## src/rtl/fetch_pkg.sv

```systemverilog
// Shared fetch-path definitions: default widths and the fetch FSM state encoding.
package fetch_pkg;

    localparam int unsigned PC_W    = 5;
    localparam int unsigned INSTR_W = 13;
    localparam int unsigned CNT_W   = 8;

    typedef enum logic [1:0] {
        ST_BOOT = 2'd0,
        ST_RUN  = 2'd1,
        ST_HALT = 2'd2
    } state_e;

endpackage

```

## src/rtl/fetch_ctrl.sv

```systemverilog
// Instruction fetch controller: drives a synchronous instruction memory and presents
// the returned word as the current instruction with its address and valid flag.
module fetch_ctrl #(
    parameter int unsigned     PC_W     = fetch_pkg::PC_W,
    parameter int unsigned     INSTR_W  = fetch_pkg::INSTR_W,
    parameter logic [PC_W-1:0] RESET_PC = '0
) (
    input  logic                         clk,
    input  logic                         reset,
    input  logic                         stall_i,
    input  logic                         redirect_i,
    input  logic [PC_W-1:0]              redirect_pc_i,
    input  logic                         halt_i,
    input  logic                         resume_i,
    output logic [PC_W-1:0]              imem_addr_o,
    input  logic [INSTR_W-1:0]           imem_data_i,
    output logic [PC_W-1:0]              pc_o,
    output logic [INSTR_W-1:0]           ir_o,
    output logic [PC_W-1:0]              ir_pc_o,
    output logic                         ir_valid_o,
    output logic [1:0]                   state_o,
    output logic [fetch_pkg::CNT_W-1:0]  fetch_cnt_o
);

    localparam int unsigned              CNT_W   = fetch_pkg::CNT_W;
    localparam logic [CNT_W-1:0]         CNT_MAX = '1;

    fetch_pkg::state_e state_q, state_d;
    logic [PC_W-1:0]   pc_q, pc_d;
    logic [PC_W-1:0]   ir_pc_q, ir_pc_d;
    logic              valid_q, valid_d;
    logic [PC_W-1:0]   addr_c;
    logic [CNT_W-1:0]  cnt_q;

    // State and fetch registers
    always_ff @(posedge clk or negedge reset) begin
        if (!reset) begin
            state_q <= fetch_pkg::ST_BOOT;
            pc_q    <= RESET_PC;
            ir_pc_q <= RESET_PC;
            valid_q <= 1'b0;
        end else begin
            state_q <= state_d;
            pc_q    <= pc_d;
            ir_pc_q <= ir_pc_d;
            valid_q <= valid_d;
        end
    end

    // Next state, next PC and memory address; priority redirect > halt > stall > advance
    always_comb begin
        state_d = state_q;
        pc_d    = pc_q;
        ir_pc_d = ir_pc_q;
        valid_d = valid_q;
        addr_c  = pc_q;
        unique case (state_q)
            fetch_pkg::ST_BOOT: begin
                addr_c  = RESET_PC;
                pc_d    = RESET_PC + PC_W'(1);
                ir_pc_d = RESET_PC;
                valid_d = 1'b1;
                state_d = fetch_pkg::ST_RUN;
            end
            fetch_pkg::ST_RUN: begin
                if (redirect_i) begin
                    addr_c  = redirect_pc_i;
                    pc_d    = redirect_pc_i + PC_W'(1);
                    ir_pc_d = redirect_pc_i;
                    valid_d = 1'b1;
                end else if (halt_i) begin
                    valid_d = 1'b0;
                    state_d = fetch_pkg::ST_HALT;
                end else if (stall_i) begin
                    // Refetch the held instruction so ir_o stays stable next cycle
                    addr_c = ir_pc_q;
                end else begin
                    pc_d    = pc_q + PC_W'(1);
                    ir_pc_d = pc_q;
                    valid_d = 1'b1;
                end
            end
            fetch_pkg::ST_HALT: begin
                if (redirect_i) begin
                    addr_c  = redirect_pc_i;
                    pc_d    = redirect_pc_i + PC_W'(1);
                    ir_pc_d = redirect_pc_i;
                    valid_d = 1'b1;
                    state_d = fetch_pkg::ST_RUN;
                end else if (resume_i && !halt_i) begin
                    pc_d    = pc_q + PC_W'(1);
                    ir_pc_d = pc_q;
                    valid_d = 1'b1;
                    state_d = fetch_pkg::ST_RUN;
                end else begin
                    valid_d = 1'b0;
                end
            end
            default: begin
                valid_d = 1'b0;
                state_d = fetch_pkg::ST_BOOT;
            end
        endcase
    end

    // Saturating count of delivered instructions
    always_ff @(posedge clk or negedge reset) begin
        if (!reset) begin
            cnt_q <= '0;
        end else if (valid_q && !stall_i && (cnt_q != CNT_MAX)) begin
            cnt_q <= cnt_q + CNT_W'(1);
        end
    end

    assign imem_addr_o = addr_c;
    assign pc_o        = pc_q;
    assign ir_o        = imem_data_i;
    assign ir_pc_o     = ir_pc_q;
    assign ir_valid_o  = valid_q;
    assign state_o     = state_q;
    assign fetch_cnt_o = cnt_q;

endmodule
```

## config.mk

```make
export PLATFORM = sky130hd
export DESIGN_NAME = fetch_ctrl
export DESIGN_NICKNAME = d
export VERILOG_FILES = /design/src/rtl/fetch_pkg.sv /design/src/rtl/fetch_ctrl.sv
export SDC_FILE = /design/constraint.sdc
export NUM_CORES = 1
export LEC_CHECK = 0
export CORE_AREA = 2 2 67 69
export CTS_CLUSTER_SIZE = 14
export DETAILED_ROUTE_END_ITERATION = 8
export DIE_AREA = 0 0 69 71
export HOLD_SLACK_MARGIN = 0.15
export PLACE_DENSITY_LB_ADDON = 0.2
export SYNTH_ARGS = -nofsm -noshare
export SYNTH_HDL_FRONTEND = slang
export SYNTH_SLANG_ARGS = --single-unit
```

## constraint.sdc

```tcl
create_clock -name clk -period 1.6 [get_ports clk]
set_input_delay 0.16 -clock clk [delete_from_list [all_inputs] [get_ports clk]]
set_output_delay 0.16 -clock clk [all_outputs]
set_load 0.03 [all_outputs]
```

==> results of run 1 <==
## cell families (layout without fill, tap and decap cells)
group / Yosys count / count (layout) / share of synthesized area
adders and majority gates: 7 / 7 / 0.0552
muxes: 10 / 10 / 0.0670
xor gates and xnor gates: 9 / 9 / 0.0496
and+or+nand+nor: 61 / 61 / 0.193
DFF: 21 / 21 / 0.331
AOI/OAI and AO/OA: 47 / 47 / 0.191
buffers and inverters: 29 / 99 / 0.113
## worst max path at each step
| stage | from | endpoint | slack (ps) | cells past startpoint |
|---|---|---|---|---|
| final | state_o[0]$_DFFE_PN0P_ | imem_addr_o[2] | -330 | 9 |
| after CTS | state_o[0]$_DFFE_PN0P_ | imem_addr_o[2] | -310 | 9 |
| after floorplan | state_o[0]$_DFFE_PN0P_ | pc_o[2]$_DFFE_PN0P_ | -190 | 6 |
| after global routing | state_o[0]$_DFFE_PN0P_ | imem_addr_o[3] | -410 | 8 |
| after global placement | stall_i | imem_addr_o[1] | -560 | 6 |
| after detailed placement | stall_i | imem_addr_o[1] | -550 | 6 |
## area by class of cell
class | instances | area, um2
clock buffers | 3 | 41.3
clock inverters | 1 | 5.00
fillers | 371 | 1710
inverters | 8 | 30.0
multi-input cells | 134 | 1040
flip-flops and latches | 21 | 533
well taps | 52 | 65.1
repair buffers | 87 | 772
## worst reg2reg max path: stages (launching register included)
cell	delay, ps
sky130_fd_sc_hd__dfrtp_2	460
sky130_fd_sc_hd__buf_4	150
sky130_fd_sc_hd__ha_2	210
sky130_fd_sc_hd__buf_4	170
sky130_fd_sc_hd__or4_1	520
sky130_fd_sc_hd__o21ai_1	150
sky130_fd_sc_hd__a221o_1	150
## power by group through the flow
stage               Combinational [uW]  Clock, uW  Sequential, uW
CTS                               3190        365             966
global placement                  2910          0             960
finish                            3460        354             972
floorplan                         1320          0            1360
detailed placement                2970          0             971
global route                      3700        396            1000
## flip-flops by register name, summed over array words and instances (netlist names)
signal	flops
ir_valid_o	1
state_o	2
ir_pc_o	5
pc_o	5
fetch_cnt_o	8
## Yosys cell counts (4+ instances only)
master	instances	area, um2
sky130_fd_sc_hd__a21oi_1	7	35.0
sky130_fd_sc_hd__o21ai_1	10	50.1
sky130_fd_sc_hd__ha_1	7	87.6
sky130_fd_sc_hd__mux2i_1	5	50.1
sky130_fd_sc_hd__buf_2	6	30.0
sky130_fd_sc_hd__dfrtp_1	21	526
sky130_fd_sc_hd__nand3_1	6	30.0
sky130_fd_sc_hd__o21ai_0	10	50.1
sky130_fd_sc_hd__nand2b_1	4	25.0
sky130_fd_sc_hd__nand2_1	23	86.3
sky130_fd_sc_hd__nor2_1	13	48.8
sky130_fd_sc_hd__buf_4	13	97.6
sky130_fd_sc_hd__inv_1	8	30.0
sky130_fd_sc_hd__xor2_1	8	70.1
## per-stage QoR
step	setup TNS, ps	utilization	area (um2)
floorplan	-1250	-	1640
global placement	-4740	0.523	2200
detailed placement	-5490	0.523	2200
CTS	-2870	0.560	2350
global route	-4430	0.593	2490
finish	-3250	0.593	2490
## repair_timing
action	in CTS	in global routing
pin swaps	9	11
gates resized for setup	28	22
buffers inserted	8	4
endpoints found under the setup margin	22	21
## layer usage
layer,share of wire,GRT usage,vias to the layer above
met5,0,0,-
met4,0.010,0.0675,0
met3,0.060,0.0356,9
met2,0.52,0.360,73
met1,0.41,0.238,773
li1,-,-,775
==> flow_summary.html, run 1 <==
<table>
<tr><th>Metric</th><th>Value</th></tr>
<tr><th colspan="2">Outcome</th></tr>
<tr><td>Outcome</td><td>finished with violations</td></tr>
<tr><td>Failing checks</td><td>negative setup slack</td></tr>
<tr><th colspan="2">Yosys</th></tr>
<tr><td>EDFF count, synth</td><td>0</td></tr>
<tr><td>Register area share after synthesis</td><td>0.331</td></tr>
<tr><td>Syn Area/Cell</td><td>8.63 um2</td></tr>
<tr><td>Share of flip-flops with an asynchronous set or reset after synthesis</td><td>1.00</td></tr>
<tr><td>Total of flip-flops plus latches after synthesis</td><td>21</td></tr>
<tr><td>Distinct cells, synth</td><td>44</td></tr>
<tr><td>Synthesis Warnings</td><td>0</td></tr>
<tr><td>Post-Synthesis Cells</td><td>184</td></tr>
<tr><td>Most common flop cell mapped by yosys</td><td>sky130_fd_sc_hd__dfrtp_1</td></tr>
<tr><td>Synth Net Count</td><td>215</td></tr>
<tr><td>Syn Std Cell Area</td><td>1590 um2</td></tr>
<tr><th colspan="2">Global route</th></tr>
<tr><td>Largest net degree at the start of global routing</td><td>22</td></tr>
<tr><td>Total Routing Usage GR</td><td>0.199</td></tr>
<tr><td>Number of global-route vias before repair</td><td>1623</td></tr>
<tr><td>Gr ovfl total</td><td>0</td></tr>
<tr><td>Number of antenna violations at the first check in global routing</td><td>0</td></tr>
<tr><td>Global-route wire length before repair</td><td>7.97 mm</td></tr>
<tr><th colspan="2">Setup path</th></tr>
<tr><td>Launch instance of the worst register-to-register path</td><td>state_o[0]$_DFFE_PN0P_</td></tr>
<tr><td>Count of buffering cells on the critical path with inverters included</td><td>4</td></tr>
<tr><td>Cell with the largest stage delay on the worst path</td><td>sky130_fd_sc_hd__dfrtp_2</td></tr>
<tr><td>List of cells traversed by the critical path</td><td>inv_2, ha_4, buf_12, nand2b_4, buf_6, o22ai_4, a21oi_1, o21ai_1, buf_4</td></tr>
<tr><td>Largest delay contributor family on the critical path</td><td>buffers and inverters</td></tr>
<tr><td>Startpoint class of the critical path</td><td>flop</td></tr>
<tr><td>Capturing point of the worst reg2reg path</td><td>pc_o[4]$_DFFE_PN0P_</td></tr>
<tr><td>Worst Reg-to-Reg Cells</td><td>6</td></tr>
<tr><td>Critical path class</td><td>flop to output port</td></tr>
<tr><td>CP arrival</td><td>1770 ps</td></tr>
<tr><td>Biggest cell delay along the critical path</td><td>460 ps</td></tr>
<tr><td>Setup slack of the worst register-to-register path</td><td>-250 ps</td></tr>
<tr><td>Sort of element at the end of the critical path</td><td>output port</td></tr>
<tr><td>Required time of the worst setup path</td><td>1440 ps</td></tr>
<tr><td>Largest fanout on the critical path</td><td>4</td></tr>
<tr><th colspan="2">Die</th></tr>
<tr><td>Total core area</td><td>4200 um2</td></tr>
<tr><td>Die width</td><td>69 um</td></tr>
<tr><td>Count of pins on the block boundary</td><td>63</td></tr>
<tr><td>Height of the chip</td><td>71 um</td></tr>
<tr><td>Area of the die</td><td>4900 um2</td></tr>
<tr><td>Number of standard-cell rows in the floorplan</td><td>24</td></tr>
<tr><td>Initial Util</td><td>0.378</td></tr>
<tr><th colspan="2">Timing</th></tr>
<tr><td>Portion of the clock cycle consumed by the worst path in the final layout</td><td>1.21</td></tr>
<tr><td>Final WS setup</td><td>-334 ps</td></tr>
<tr><td>Final setup violation count</td><td>17</td></tr>
<tr><td>Post-Route Skew</td><td>1.99 ps</td></tr>
<tr><td>Hold violation total from the final report</td><td>0</td></tr>
<tr><td>Worst Max-Slew Pin Slew</td><td>393 ps</td></tr>
<tr><td>Minimum clock period after layout</td><td>1930 ps</td></tr>
<tr><td>Maximum operating frequency</td><td>517 MHz</td></tr>
<tr><td>Rel. slew slack</td><td>0.737</td></tr>
<tr><td>Worst hold slack</td><td>246 ps</td></tr>
<tr><td>Setup repair after global routing missed its margin</td><td>true</td></tr>
<tr><td>Fin. max-slew vios</td><td>0</td></tr>
<tr><th colspan="2">Placement</th></tr>
<tr><td>Worst slack after detailed placement</td><td>-553 ps</td></tr>
<tr><td>Gpl congestion</td><td>0.904</td></tr>
<tr><td>DP HPWL</td><td>3.60 mm</td></tr>
<tr><td>Number of I/O port buffers</td><td>36</td></tr>
<tr><td>Dpl cells</td><td>290</td></tr>
<tr><th colspan="2">Power</th></tr>
<tr><td>Logic gate share of total power</td><td>0.723</td></tr>
<tr><td>Switching Share</td><td>0.459</td></tr>
<tr><td>Power Total</td><td>4790 uW</td></tr>
<tr><td>Seq pwr share</td><td>0.203</td></tr>
<tr><td>Static leakage</td><td>0.00114 uW</td></tr>
<tr><td>P per Cell Area</td><td>1920 nW/um2</td></tr>
<tr><td>Clock Power Share</td><td>0.074</td></tr>
<tr><td>Net Sw Power</td><td>2200 uW</td></tr>
<tr><td>Design internal power</td><td>2590 uW</td></tr>
<tr><td>Maximum ir drop on the vdd rail</td><td>905 uV</td></tr>
<tr><th colspan="2">Min path</th></tr>
<tr><td>Path type of the worst min-delay path</td><td>input port to async pin</td></tr>
<tr><th colspan="2">Detailed routing</th></tr>
<tr><td>Number of nets with antenna violations after detailed routing</td><td>0</td></tr>
<tr><td>Count of vias placed by the detailed router</td><td>1630</td></tr>
<tr><td>WL per Instance</td><td>16.1 um</td></tr>
<tr><td>Routed vias/inst</td><td>5.33</td></tr>
<tr><td>Final routed wirelength across all metal layers</td><td>4.92 mm</td></tr>
<tr><td>First-pass iteration count of the detailed router</td><td>4</td></tr>
<tr><td>Detailed router's first-iteration violation count</td><td>62</td></tr>
<tr><td>Post-route DRC</td><td>0</td></tr>
<tr><th colspan="2">Clock network</th></tr>
<tr><td>Number of H-tree levels</td><td>1</td></tr>
<tr><td>CTS Sinks</td><td>21</td></tr>
<tr><td>Number of buffers created by CTS</td><td>3</td></tr>
<tr><td>TritonCTS clock tree</td><td>yes</td></tr>
<tr><td>Root buf cell</td><td>sky130_fd_sc_hd__clkbuf_8</td></tr>
<tr><td>Buffers from clock root to sink, at most</td><td>2</td></tr>
<tr><td>Clock Pin Slew Worst Setup and Hold Paths</td><td>80 ps</td></tr>
<tr><td># hold bufs at CTS</td><td>0</td></tr>
<tr><td>Source-to-sink clock delay at the later pin of the worst-skew pair</td><td>260 ps</td></tr>
<tr><th colspan="2">Cells and area</th></tr>
<tr><td>Inserted Diodes</td><td>0</td></tr>
<tr><td>Most frequent cells in the layout</td><td>47 x sky130_fd_sc_hd__buf_4, 22 x sky130_fd_sc_hd__nand2_1, 21 x sky130_fd_sc_hd__clkdlybuf4s50_1, 15 x sky130_fd_sc_hd__dfrtp_1, 13 x sky130_fd_sc_hd__o21ai_1</td></tr>
<tr><td>Number of standard cells in the layout, taps in and fillers out</td><td>306</td></tr>
<tr><td>Number of nets at the end of the flow</td><td>286</td></tr>
<tr><td>Share of post-route cells with drive strength above 1</td><td>0.394</td></tr>
<tr><td>Leading cell type in the layout, fill and taps excluded</td><td>sky130_fd_sc_hd__buf_4</td></tr>
<tr><td>Synthesis-to-layout area growth</td><td>56.9%</td></tr>
<tr><th colspan="2">Flow run</th></tr>
<tr><td>Max-Cap Viols</td><td>0</td></tr>
</table>
No activity file was read; power rests on OpenSTA's default activity.
==> inputs of run 2 (changes only) <==
CORE_AREA = 8 8 73 75   (was 2 2 67 69)
DIE_AREA = 0 0 81 83   (was 0 0 69 71)
==> run 2 against run 1 <==
  * First-iteration DRC count increased by 34%
  * The flow still finishes with violations (negative setup slack)
  * Fmax increased by 2.0%
  * Total power increased by 9.0%
  * Sequential cell count unchanged
  * Critical path type unchanged
  * Critical path depth decreased by 1
==> flow_summary.html, run 2 (synthesis results as in run 1) <==
<table>
<tr><th>Metric</th><th>Value</th></tr>
<tr><th colspan="2">Setup path</th></tr>
<tr><td>Critical path class</td><td>flop to output port</td></tr>
<tr><td>CP arrival</td><td>1740 ps (-30 ps)</td></tr>
<tr><td>Startpoint class of the critical path</td><td>flop</td></tr>
<tr><td>Sort of element at the end of the critical path</td><td>output port</td></tr>
<tr><td>Cell with the largest stage delay on the worst path</td><td>sky130_fd_sc_hd__dfrtp_2</td></tr>
<tr><td>Count of buffering cells on the critical path with inverters included</td><td>3 (-1)</td></tr>
<tr><td>CP Launch Point</td><td>state_o[1]$_DFFE_PN0P_</td></tr>
<tr><td>Required time of the worst setup path</td><td>1440 ps (about the same)</td></tr>
<tr><td>Biggest cell delay along the critical path</td><td>450 ps (about the same)</td></tr>
<tr><td>Launch instance of the worst register-to-register path</td><td>state_o[0]$_DFFE_PN0P_</td></tr>
<tr><td>List of cells traversed by the critical path</td><td>inv_2, ha_4, nand3b_1, buf_4, nand2_2, nand2_1, o21ai_1, buf_4</td></tr>
<tr><td>Crit-path most repeated cell</td><td>sky130_fd_sc_hd__buf_4</td></tr>
<tr><td>Largest fanout on the critical path</td><td>4 (unchanged)</td></tr>
<tr><td>Largest delay contributor family on the critical path</td><td>flip-flops</td></tr>
<tr><th colspan="2">Clock network</th></tr>
<tr><td>Buffers from clock root to sink, at most</td><td>2 (unchanged)</td></tr>
<tr><td>TritonCTS clock tree</td><td>yes</td></tr>
<tr><td>Number of H-tree levels</td><td>1 (unchanged)</td></tr>
<tr><td>Root buf cell</td><td>sky130_fd_sc_hd__clkbuf_8</td></tr>
<tr><td>Number of buffers created by CTS</td><td>3 (unchanged)</td></tr>
<tr><td>CTS Sinks</td><td>21 (unchanged)</td></tr>
<tr><td>Clock Pin Slew Worst Setup and Hold Paths</td><td>80 ps (about the same)</td></tr>
<tr><td># hold bufs at CTS</td><td>0 (unchanged)</td></tr>
<tr><td>Source-to-sink clock delay at the later pin of the worst-skew pair</td><td>260 ps (about the same)</td></tr>
<tr><th colspan="2">Timing</th></tr>
<tr><td>Minimum clock period after layout</td><td>1900 ps (-37.2 ps)</td></tr>
<tr><td>Portion of the clock cycle consumed by the worst path in the final layout</td><td>1.19 (-0.0232)</td></tr>
<tr><td>Rel. slew slack</td><td>0.788 (+0.0506)</td></tr>
<tr><td>Final setup violation count</td><td>15 (-2)</td></tr>
<tr><td>Maximum operating frequency</td><td>527 MHz (+2.0%)</td></tr>
<tr><td>Fin. max-slew vios</td><td>0 (unchanged)</td></tr>
<tr><td>Final WS setup</td><td>-297 ps (+37.2 ps)</td></tr>
<tr><td>Total negative slack</td><td>-2110 ps (+1150 ps)</td></tr>
<tr><td>Worst Max-Slew Pin Slew</td><td>309 ps (-83.9 ps)</td></tr>
<tr><td>Setup repair after global routing missed its margin</td><td>true</td></tr>
<tr><td>Post-Route Skew</td><td>4.63 ps (+2.64 ps)</td></tr>
<tr><td>Hold violation total from the final report</td><td>0 (unchanged)</td></tr>
<tr><th colspan="2">Global route</th></tr>
<tr><td>Number of antenna violations at the first check in global routing</td><td>0 (unchanged)</td></tr>
<tr><td>Total Routing Usage GR</td><td>0.151 (-0.0484)</td></tr>
<tr><td>Largest net degree at the start of global routing</td><td>22 (unchanged)</td></tr>
<tr><td>Gr ovfl total</td><td>0 (unchanged)</td></tr>
<tr><td>Global-route wire length before repair</td><td>8.22 mm (+3.2%)</td></tr>
<tr><td>Number of global-route vias before repair</td><td>1745 (+7.5%)</td></tr>
<tr><th colspan="2">Detailed routing</th></tr>
<tr><td>Post-route DRC</td><td>0 (unchanged)</td></tr>
<tr><td>Count of vias placed by the detailed router</td><td>1714 (+5.2%)</td></tr>
<tr><td>Number of nets with antenna violations after detailed routing</td><td>0 (unchanged)</td></tr>
<tr><td>Detailed router's first-iteration violation count</td><td>83 (+34%)</td></tr>
<tr><td>Routed vias/inst</td><td>5.49 (+3.1%)</td></tr>
<tr><td>WL per Instance</td><td>17.6 um (+9.3%)</td></tr>
<tr><td>Final routed wirelength across all metal layers</td><td>5.48 mm (+11%)</td></tr>
<tr><td>First-pass iteration count of the detailed router</td><td>4 (unchanged)</td></tr>
<tr><th colspan="2">Placement</th></tr>
<tr><td>Dpl cells</td><td>290 (unchanged)</td></tr>
<tr><td>DP HPWL</td><td>3.75 mm (+4.2%)</td></tr>
<tr><td>Gpl congestion</td><td>0.858 (-5.1%)</td></tr>
<tr><td>Post-DP Area</td><td>2180 um2 (-0.57%)</td></tr>
<tr><td>Number of I/O port buffers</td><td>36 (unchanged)</td></tr>
<tr><th colspan="2">Min path</th></tr>
<tr><td>Path type of the worst min-delay path</td><td>input port to async pin</td></tr>
<tr><th colspan="2">Die</th></tr>
<tr><td>Area of the die</td><td>6720 um2 (+37%)</td></tr>
<tr><td>Height of the chip</td><td>83 um (+17%)</td></tr>
<tr><td>Total core area</td><td>4200 um2 (unchanged)</td></tr>
<tr><td>Count of pins on the block boundary</td><td>63 (unchanged)</td></tr>
<tr><td>Die width</td><td>81 um (+17%)</td></tr>
<tr><td>Number of standard-cell rows in the floorplan</td><td>24 (unchanged)</td></tr>
<tr><td>Initial Util</td><td>0.378 (unchanged)</td></tr>
<tr><th colspan="2">Outcome</th></tr>
<tr><td>Failing checks</td><td>negative setup slack</td></tr>
<tr><td>Outcome</td><td>finished with violations</td></tr>
<tr><th colspan="2">Cells and area</th></tr>
<tr><td>Number of standard cells in the layout, taps in and fillers out</td><td>312 (+2.0%)</td></tr>
<tr><td>Share of post-route cells with drive strength above 1</td><td>0.465 (+0.0717)</td></tr>
<tr><td>Number of nets at the end of the flow</td><td>292 (+2.1%)</td></tr>
<tr><td>Number of fill cells</td><td>332 (-11%)</td></tr>
<tr><td>Inserted Diodes</td><td>0 (unchanged)</td></tr>
<tr><td>Leading cell type in the layout, fill and taps excluded</td><td>sky130_fd_sc_hd__buf_4</td></tr>
<tr><td>Flip-flop count of the largest register, all copies and words added</td><td>8 (unchanged)</td></tr>
<tr><td>Cell area after layout</td><td>2680 um2 (+7.5%)</td></tr>
<tr><td>Core Util, Final</td><td>0.637 (+0.0446)</td></tr>
<tr><td>Synthesis-to-layout area growth</td><td>68.7%</td></tr>
<tr><td>Most frequent cells in the layout</td><td>40 x sky130_fd_sc_hd__buf_4, 20 x sky130_fd_sc_hd__nand2_1, 20 x sky130_fd_sc_hd__clkdlybuf4s50_1, 20 x sky130_fd_sc_hd__buf_6, 15 x sky130_fd_sc_hd__dfrtp_1</td></tr>
<tr><th colspan="2">Power</th></tr>
<tr><td>Static leakage</td><td>0.00121 uW (+6.1%)</td></tr>
<tr><td>Maximum ir drop on the vdd rail</td><td>989 uV (+9.2%)</td></tr>
<tr><td>P per Cell Area</td><td>1950 nW/um2 (+1.3%)</td></tr>
<tr><td>Power Total</td><td>5220 uW (+9.0%)</td></tr>
<tr><th colspan="2">Flow run</th></tr>
<tr><td>Max-Cap Viols</td><td>0 (unchanged)</td></tr>
</table>
run 2: changes by cell type in the layout (fill, tap and decap cells not counted), moves of 3 or more:
cell                      previous run  this run
sky130_fd_sc_hd__buf_4              47        40
sky130_fd_sc_hd__buf_6               8        20
sky130_fd_sc_hd__nand2_2             0         3
sky130_fd_sc_hd__nor2_4              1         4
sky130_fd_sc_hd__o21ai_1            13         7
sky130_fd_sc_hd__o21ai_2             0         5
run 2: area by class of cell:
| type | count | area (um2) | area share |
|---|---|---|---|
| clock buffer | 4 | 45.0 | 0.0168 |
| inverter | 8 | 35.0 | 0.0131 |
| multi-input combinational | 134 | 1130 | 0.422 |
| sequential | 21 | 533 | 0.199 |
| tap | 52 | 65.1 | 0.0243 |
| timing repair buffer | 93 | 870 | 0.325 |
run 2: worst register-to-register path, stage by stage, from the launching register on:
cell and delay [ps]:
sky130_fd_sc_hd__dfrtp_2 450, sky130_fd_sc_hd__inv_2 100, sky130_fd_sc_hd__ha_4 150, sky130_fd_sc_hd__buf_6 130, sky130_fd_sc_hd__nand2b_4 80, sky130_fd_sc_hd__buf_6 130
sky130_fd_sc_hd__buf_6 110, sky130_fd_sc_hd__o21a_4 200, sky130_fd_sc_hd__mux2_4 290
run 2: path summary, 6_finish.rpt:
| check | end | slack, ps | cells past startpoint |
|---|---|---|---|
| worst max-delay path | imem_addr_o[4] | -300 | 8 |
| worst min-delay path | fetch_cnt_o[2]$_DFFE_PN0P_ | 250 | 2 |
| worst max register to register | state_o[1]$_DFFE_PN0P_ | -150 | 8 |
| worst min register to register | fetch_cnt_o[5]$_DFFE_PN0P_ | 510 | 1 |
| max in group asynchronous | state_o[1]$_DFFE_PN0P_ | 1110 | 2 |
| min in group clk | ir_o[12] | 320 | 0 |
run 2: per-stage QoR:
| stage | worst slack (ps) | hold slack [ps] |
|---|---|---|
| 6_report | -297 | 252 |
| 2_1_floorplan | -190 | -136 |
| 3_3_place_gp | -551 | 320 |
| 3_5_place_dp | -564 | 320 |
| 4_1_cts | -269 | 266 |
| 5_1_grt | -354 | 277 |
run 2: power breakdown:
part / internal, uW / switching, uW / leakage (uW) / total [uW]
clock: 177 / 180 / 0.0000228 / 357
sequential: 749 / 224 / 0.000263 / 972
combinational: 1920 / 1970 / 0.000925 / 3890
total: 2850 / 2370 / 0.00121 / 5220
run 2: metal layers:
layer  share of wire  wire, um  global-route usage  vias up
met2            0.49      2690               0.252       70
met3           0.057       313              0.0323       27
met1            0.42      2300               0.177      826
li1                -         -                   -      791
met4           0.032       177              0.0650        0
met5               0         0                   0        -
run 2: repair_timing:
| item | CTS | global route |
|---|---|---|
| pin swaps | 27 | 15 |
| setup endpoints to repair | 21 | 24 |
| resized for setup | 53 | 32 |
| gates cloned | 0 | 0 |
| buffers inserted | 17 | 4 |
==> inputs of run 3 (changes only) <==
CORE_AREA = 8 8 63 65   (was 8 8 73 75)
DIE_AREA = 0 0 71 73   (was 0 0 81 83)
DONT_BUFFER_PORTS = 1   (was not set)
GPL_TIMING_DRIVEN = 0   (was not set)
==> run 3 against run 2 <==
  * First-iteration DRC count increased by 2.4%
  * Sequential share of layout area grew 3.8 points
  * Routed wire length down 6.5%
  * Non-clock buffer count shrank 49
  * Largest power group unchanged
  * Sequential cell count unchanged
  * The run still ends with negative setup slack left
  * Register-to-register slack worse by 160 ps
  * Critical endpoint is now imem_addr_o[3]
  * Via count fell by 12%
==> flow_summary.html, run 3 (synthesis results as in run 1) <==
<table>
<tr><th>Metric</th><th>Value</th></tr>
<tr><th colspan="2">Flow run</th></tr>
<tr><td>Max-Cap Viols</td><td>0 (unchanged)</td></tr>
<tr><th colspan="2">Die</th></tr>
<tr><td>Area of the die</td><td>5180 um2 (-23%)</td></tr>
<tr><td>Number of standard-cell rows in the floorplan</td><td>20 (-17%)</td></tr>
<tr><td>Height of the chip</td><td>73 um (-12%)</td></tr>
<tr><td>Total core area</td><td>2950 um2 (-30%)</td></tr>
<tr><td>Die width</td><td>71 um (-12%)</td></tr>
<tr><td>Initial Util</td><td>0.538 (+0.160)</td></tr>
<tr><td>Count of pins on the block boundary</td><td>63 (unchanged)</td></tr>
<tr><th colspan="2">Cells and area</th></tr>
<tr><td>Synthesis-to-layout area growth</td><td>42.2%</td></tr>
<tr><td>Number of fill cells</td><td>202 (-39%)</td></tr>
<tr><td>Sequential standard cell area</td><td>536 um2 (+0.47%)</td></tr>
<tr><td>Flip-flop count of the largest register, all copies and words added</td><td>8 (unchanged)</td></tr>
<tr><td>Leading cell type in the layout, fill and taps excluded</td><td>sky130_fd_sc_hd__buf_4</td></tr>
<tr><td>Most frequent cells in the layout</td><td>25 x sky130_fd_sc_hd__buf_4, 16 x sky130_fd_sc_hd__nand2_1, 13 x sky130_fd_sc_hd__dfrtp_1, 12 x sky130_fd_sc_hd__buf_6</td></tr>
<tr><td>Inserted Diodes</td><td>0 (unchanged)</td></tr>
<tr><td>Share of post-route cells with drive strength above 1</td><td>0.536 (+0.0702)</td></tr>
<tr><td>Core Util, Final</td><td>0.765 (+0.128)</td></tr>
<tr><td>Number of nets at the end of the flow</td><td>243 (-17%)</td></tr>
<tr><td>Multi-input gate area</td><td>1220 um2 (+8.0%)</td></tr>
<tr><td>Cell area after layout</td><td>2260 um2 (-16%)</td></tr>
<tr><th colspan="2">Detailed routing</th></tr>
<tr><td>Count of vias placed by the detailed router</td><td>1506 (-12%)</td></tr>
<tr><td>Detailed router's first-iteration violation count</td><td>85 (+2.4%)</td></tr>
<tr><td>Number of nets with antenna violations after detailed routing</td><td>0 (unchanged)</td></tr>
<tr><td>Final routed wirelength across all metal layers</td><td>5.12 mm (-6.5%)</td></tr>
<tr><td>Routed vias/inst</td><td>6.17 (+12%)</td></tr>
<tr><td>WL per Instance</td><td>21.0 um (+20%)</td></tr>
<tr><td>First-pass iteration count of the detailed router</td><td>4 (unchanged)</td></tr>
<tr><td>Post-route DRC</td><td>0 (unchanged)</td></tr>
<tr><th colspan="2">Clock network</th></tr>
<tr><td>CTS Sinks</td><td>21 (unchanged)</td></tr>
<tr><td>TritonCTS clock tree</td><td>yes</td></tr>
<tr><td>Root buf cell</td><td>sky130_fd_sc_hd__clkbuf_4</td></tr>
<tr><td>Buffers from clock root to sink, at most</td><td>2 (unchanged)</td></tr>
<tr><td>Clock Pin Slew Worst Setup and Hold Paths</td><td>140 ps (+60 ps)</td></tr>
<tr><td>Number of buffers created by CTS</td><td>3 (unchanged)</td></tr>
<tr><td>Source-to-sink clock delay at the later pin of the worst-skew pair</td><td>320 ps (+60 ps)</td></tr>
<tr><td>Number of H-tree levels</td><td>1 (unchanged)</td></tr>
<tr><th colspan="2">Timing</th></tr>
<tr><td>Maximum operating frequency</td><td>507 MHz (-3.9%)</td></tr>
<tr><td>Post-Route Skew</td><td>7.79 ps (+3.15 ps)</td></tr>
<tr><td>Final WS setup</td><td>-374 ps (-77.3 ps)</td></tr>
<tr><td>Worst Max-Slew Pin Slew</td><td>1020 ps (+710 ps)</td></tr>
<tr><td>Rel. slew slack</td><td>0.318 (-0.470)</td></tr>
<tr><td>Hold violation total from the final report</td><td>0 (unchanged)</td></tr>
<tr><td>Portion of the clock cycle consumed by the worst path in the final layout</td><td>1.23 (+0.0483)</td></tr>
<tr><td>Total negative slack</td><td>-4810 ps (-2710 ps)</td></tr>
<tr><td>Minimum clock period after layout</td><td>1970 ps (+77.3 ps)</td></tr>
<tr><td>Setup repair after global routing missed its margin</td><td>true</td></tr>
<tr><td>Fin. max-slew vios</td><td>0 (unchanged)</td></tr>
<tr><td>Final setup violation count</td><td>21 (+6)</td></tr>
<tr><td>Worst hold slack</td><td>175 ps (-77.4 ps)</td></tr>
<tr><th colspan="2">Setup path</th></tr>
<tr><td>Required time of the worst setup path</td><td>1440 ps (about the same)</td></tr>
<tr><td>Sort of element at the end of the critical path</td><td>output port</td></tr>
<tr><td>CP arrival</td><td>1810 ps (+70 ps)</td></tr>
<tr><td>Critical path class</td><td>flop to output port</td></tr>
<tr><td>Cell with the largest stage delay on the worst path</td><td>sky130_fd_sc_hd__dfrtp_2</td></tr>
<tr><td>CP Launch Point</td><td>state_o[1]$_DFFE_PN0P_</td></tr>
<tr><td>Largest fanout on the critical path</td><td>7 (+3)</td></tr>
<tr><td>Launch instance of the worst register-to-register path</td><td>state_o[0]$_DFFE_PN0P_</td></tr>
<tr><td>Biggest cell delay along the critical path</td><td>530 ps (+80 ps)</td></tr>
<tr><td>List of cells traversed by the critical path</td><td>inv_2, ha_4, nand3b_1, nand2_2, nand2_2, o21ai_4</td></tr>
<tr><td>Crit-path most repeated cell</td><td>sky130_fd_sc_hd__nand2_2</td></tr>
<tr><td>Startpoint class of the critical path</td><td>flop</td></tr>
<tr><th colspan="2">Global route</th></tr>
<tr><td>Gr ovfl total</td><td>0 (unchanged)</td></tr>
<tr><td>Global-route wire length before repair</td><td>8.09 mm (-1.7%)</td></tr>
<tr><td>Number of global-route vias before repair</td><td>1598 (-8.4%)</td></tr>
<tr><td>Number of antenna violations at the first check in global routing</td><td>0 (unchanged)</td></tr>
<tr><td>Total Routing Usage GR</td><td>0.195 (+0.0444)</td></tr>
<tr><td>Largest net degree at the start of global routing</td><td>22 (unchanged)</td></tr>
<tr><th colspan="2">Placement</th></tr>
<tr><td>Number of I/O port buffers</td><td>0 (-100%)</td></tr>
<tr><td>Worst slack after detailed placement</td><td>-436 ps (+128 ps)</td></tr>
<tr><td>Gpl congestion</td><td>0.952 (+11%)</td></tr>
<tr><td>DP HPWL</td><td>3.40 mm (-9.3%)</td></tr>
<tr><td>Post-DP Area</td><td>1680 um2 (-23%)</td></tr>
<tr><th colspan="2">Outcome</th></tr>
<tr><td>Failing checks</td><td>negative setup slack</td></tr>
<tr><td>Outcome</td><td>finished with violations</td></tr>
<tr><th colspan="2">Min path</th></tr>
<tr><td>Path type of the worst min-delay path</td><td>input port to flop</td></tr>
<tr><td>Critical hold path startpoint</td><td>redirect_pc_i[1]</td></tr>
<tr><th colspan="2">Power</th></tr>
<tr><td>Static leakage</td><td>0.000972 uW (-20%)</td></tr>
<tr><td>P per Cell Area</td><td>2030 nW/um2 (+4.5%)</td></tr>
<tr><td>Maximum ir drop on the vdd rail</td><td>1180 uV (+19%)</td></tr>
</table>
## run 3: changes by cell type in the layout (fill, tap and decap cells not counted), sizes merged
| cell | previous run | this run |
|---|---|---|
| dlymetal6s2s | 3 | 0 |
| clkinv | 0 | 1 |
| clkbuf | 5 | 3 |
| buf | 62 | 41 |
| dlygate4sd2 | 7 | 0 |
| clkdlybuf4s50 | 20 | 0 |
| dlygate4sd3 | 0 | 3 |
## run 3: path summary, 6_finish.rpt
kind,end,slack (ps),cells past startpoint
worst max register to register,pc_o[3]$_DFFE_PN0P_,-310,7
min in group asynchronous,ir_pc_o[4]$_DFFE_PN0P_,440,1
worst min register to register,fetch_cnt_o[3]$_DFFE_PN0P_,640,1
worst min-delay path,ir_pc_o[1]$_DFFE_PN0P_,170,2
worst max-delay path,imem_addr_o[3],-370,6
max in group asynchronous,fetch_cnt_o[3]$_DFFE_PN0P_,470,1
## run 3: stage by stage
step,power [uW],std cells
2_1_floorplan,2680,184
3_3_place_gp,3000,217
3_5_place_dp,3080,217
4_1_cts,4300,240
5_1_grt,4830,244
6_report,4600,244
## run 3: report_power, final
part / total (uW) / switching, uW / internal (uW) / leakage, uW
clock network: 280 / 187 / 93.6 / 0.0000177
logic: 2810 / 1450 / 1370 / 0.000694
registers: 1500 / 755 / 746 / 0.000261
## run 3: cell type report
cell class                 instances  share of cell area
clock buffer                       3             0.00997
timing repair buffer              25               0.107
multi-input combinational        134               0.541
tap                               33              0.0183
buffer                            19              0.0693
inverter                           8              0.0155
sequential                        21               0.237
clock inverter                     1             0.00222
## run 3: repair_timing
| action | 4_1_cts | 5_1_grt |
|---|---|---|
| gates resized for setup | 62 | 22 |
| gates cloned | 0 | 0 |
| buffers inserted | 17 | 6 |
| setup endpoints to repair | 22 | 26 |
| hold buffers | 3 | 0 |
| pin swaps | 21 | 21 |
| endpoints found under the hold margin | 23 | 0 |
## run 3: critical path: cells and delay by family, from the launching register on
family,cells,cell delay (ps)
fa+ha+maj,1,200
compound gates,1,150
buf+inv,1,120
flops,1,530
simple gates,3,490
## run 3: layer usage
metal  track usage  routed length, um
met3        0.0577                383
met5             0                  0
met2         0.339               2620
met4        0.0416                 29
met1         0.231               2080
==> RTL change: new RTL, config.mk and constraints of run 3 <==
`PC_W`: 5 -> 6.
--- a/src/rtl/fetch_pkg.sv
+++ b/src/rtl/fetch_pkg.sv
@@ -1,7 +1,7 @@
 // Shared fetch-path definitions: default widths and the fetch FSM state encoding.
 package fetch_pkg;
 
-    localparam int unsigned PC_W    = 5;
+    localparam int unsigned PC_W    = 6;
     localparam int unsigned INSTR_W = 13;
     localparam int unsigned CNT_W   = 8;
 
Ports: changed (resized imem_addr_o, ir_pc_o, pc_o and redirect_pc_i); port bits go from 63 to 67. No check against the original RTL was run, so the function may have changed too.
==> RTL change against run 3 <==
The run still ends with setup timing left. Routed wire length up 8.6%. Critical path depth did not move. Clock skew down 0.0062 ns. Core utilization is 4.2 points lower. Final area shrank 5.5%. Power grew 1.3%. Critical path type unchanged. Area after synthesis up 7.0%. Non-clock buffer count shrank 6. Worst setup slack lost 0.22 ns. Sequential cell count rose by 2.
==> RTL change: results <==
[synth]
synth_fp_nets = 223
ys_seq_area_frac = 0.339
muxShareOfSynthArea = 0.0744
yosysMostFrequentCell = "dfrtp_1"
yosysUniqueCellTypes = 46
ys_top_cells_by_area = "dfrtp_1 34%, buf_4 5.7%, ha_1 5.2%, nand2_1 4.4%, o21ai_0 4.4%"
synth_compound_area_frac = 0.206
synth_xor_xnor_area_share = 0.0515

[route]
drt_iter0_drc = 194
drt_wl_total_um = 5560
num_vias = 1675

[power]
peakVddDrop_v = 0.00138
p_leak_nw = 0.911

[status]
outcome = "finished with violations"
failed_checks = "setup timing"

[worst_setup_path]
r2r-end = "pc_o[4]"
crit_arrival_ns = 2.03
reg2reg_depth = 6
cpLargestDelayFamily = "compound AO/OA/AOI/OAI gates"
critPathMaxFanout = 6

[timing]
slew-limit-headroom = 0.308
setup_viol = 21
setup_slack_ns = -0.594

[placement]
post_dp_cell_area_um2 = 1840
gp_congestion = 0.818
dp_hpwl_um = 3640

[finish]
nets = 244

[global_routing]
grt_max_degree = 24
grtUsageTotal = 0.196

[worst_hold_path]
hold_end = "pc_o[3]"
[RTL change: through the flow]
step	setup slack, ns	hold slack (ns)	instances	setup TNS [ns]	util
after global placement	-0.565	-0.135	224	-7.49	0.622
final	-0.594	0.175	244	-10.17	0.722
after detailed placement	-0.614	-0.135	224	-8.42	0.622
after global routing	-0.641	0.179	244	-11.08	0.722
after floorplan	-0.497	-0.136	191	-5.57	-
after CTS	-0.565	0.153	237	-8.72	0.688
[RTL change: final cells by class]
type / count / area (µm²)
Clock inverter: 1 / 7.51
Fill cell: 214 / 820
Buffer: 18 / 126
Inverter: 6 / 22.5
Clock buffer: 3 / 22.5
Timing Repair Buffer: 20 / 175
Tap cell: 33 / 41.3
Sequential cell: 23 / 586
Multi-Input combinational cell: 140 / 1150
[RTL change: what timing repair did]
action | in CTS | in global routing
setup buffers | 8 | 9
endpoints found under the setup margin | 25 | 25
hold buffers | 2 | 0
gates resized for setup | 28 | 18
pin swaps | 13 | 12
cloned | 2 | 0
hold endpoints to repair | 24 | 0
[RTL change: routing by layer]
metal  global-route usage  part of all wire
met5                    0                 0
met1                0.226              0.36
met2                0.343              0.51
met3               0.0453              0.11
met4               0.0739             0.025
[RTL change: power by group through the flow]
stage | clock network (mW) | logic (mW) | registers [mW]
floorplan | 0 | 1.62 | 1.54
global placement | 0 | 1.87 | 1.63
detailed placement | 0 | 1.95 | 1.66
CTS | 0.302 | 2.34 | 1.65
global route | 0.322 | 2.84 | 1.71
finish | 0.300 | 2.69 | 1.67
[RTL change: worst reg2reg max path: stages (launching register included)]
cell and delay (ns):
dfrtp_2 0.55, inv_2 0.09, ha_4 0.18, or2_4 0.28, a221o_1 0.38, or2_4 0.30
a221o_1 0.32
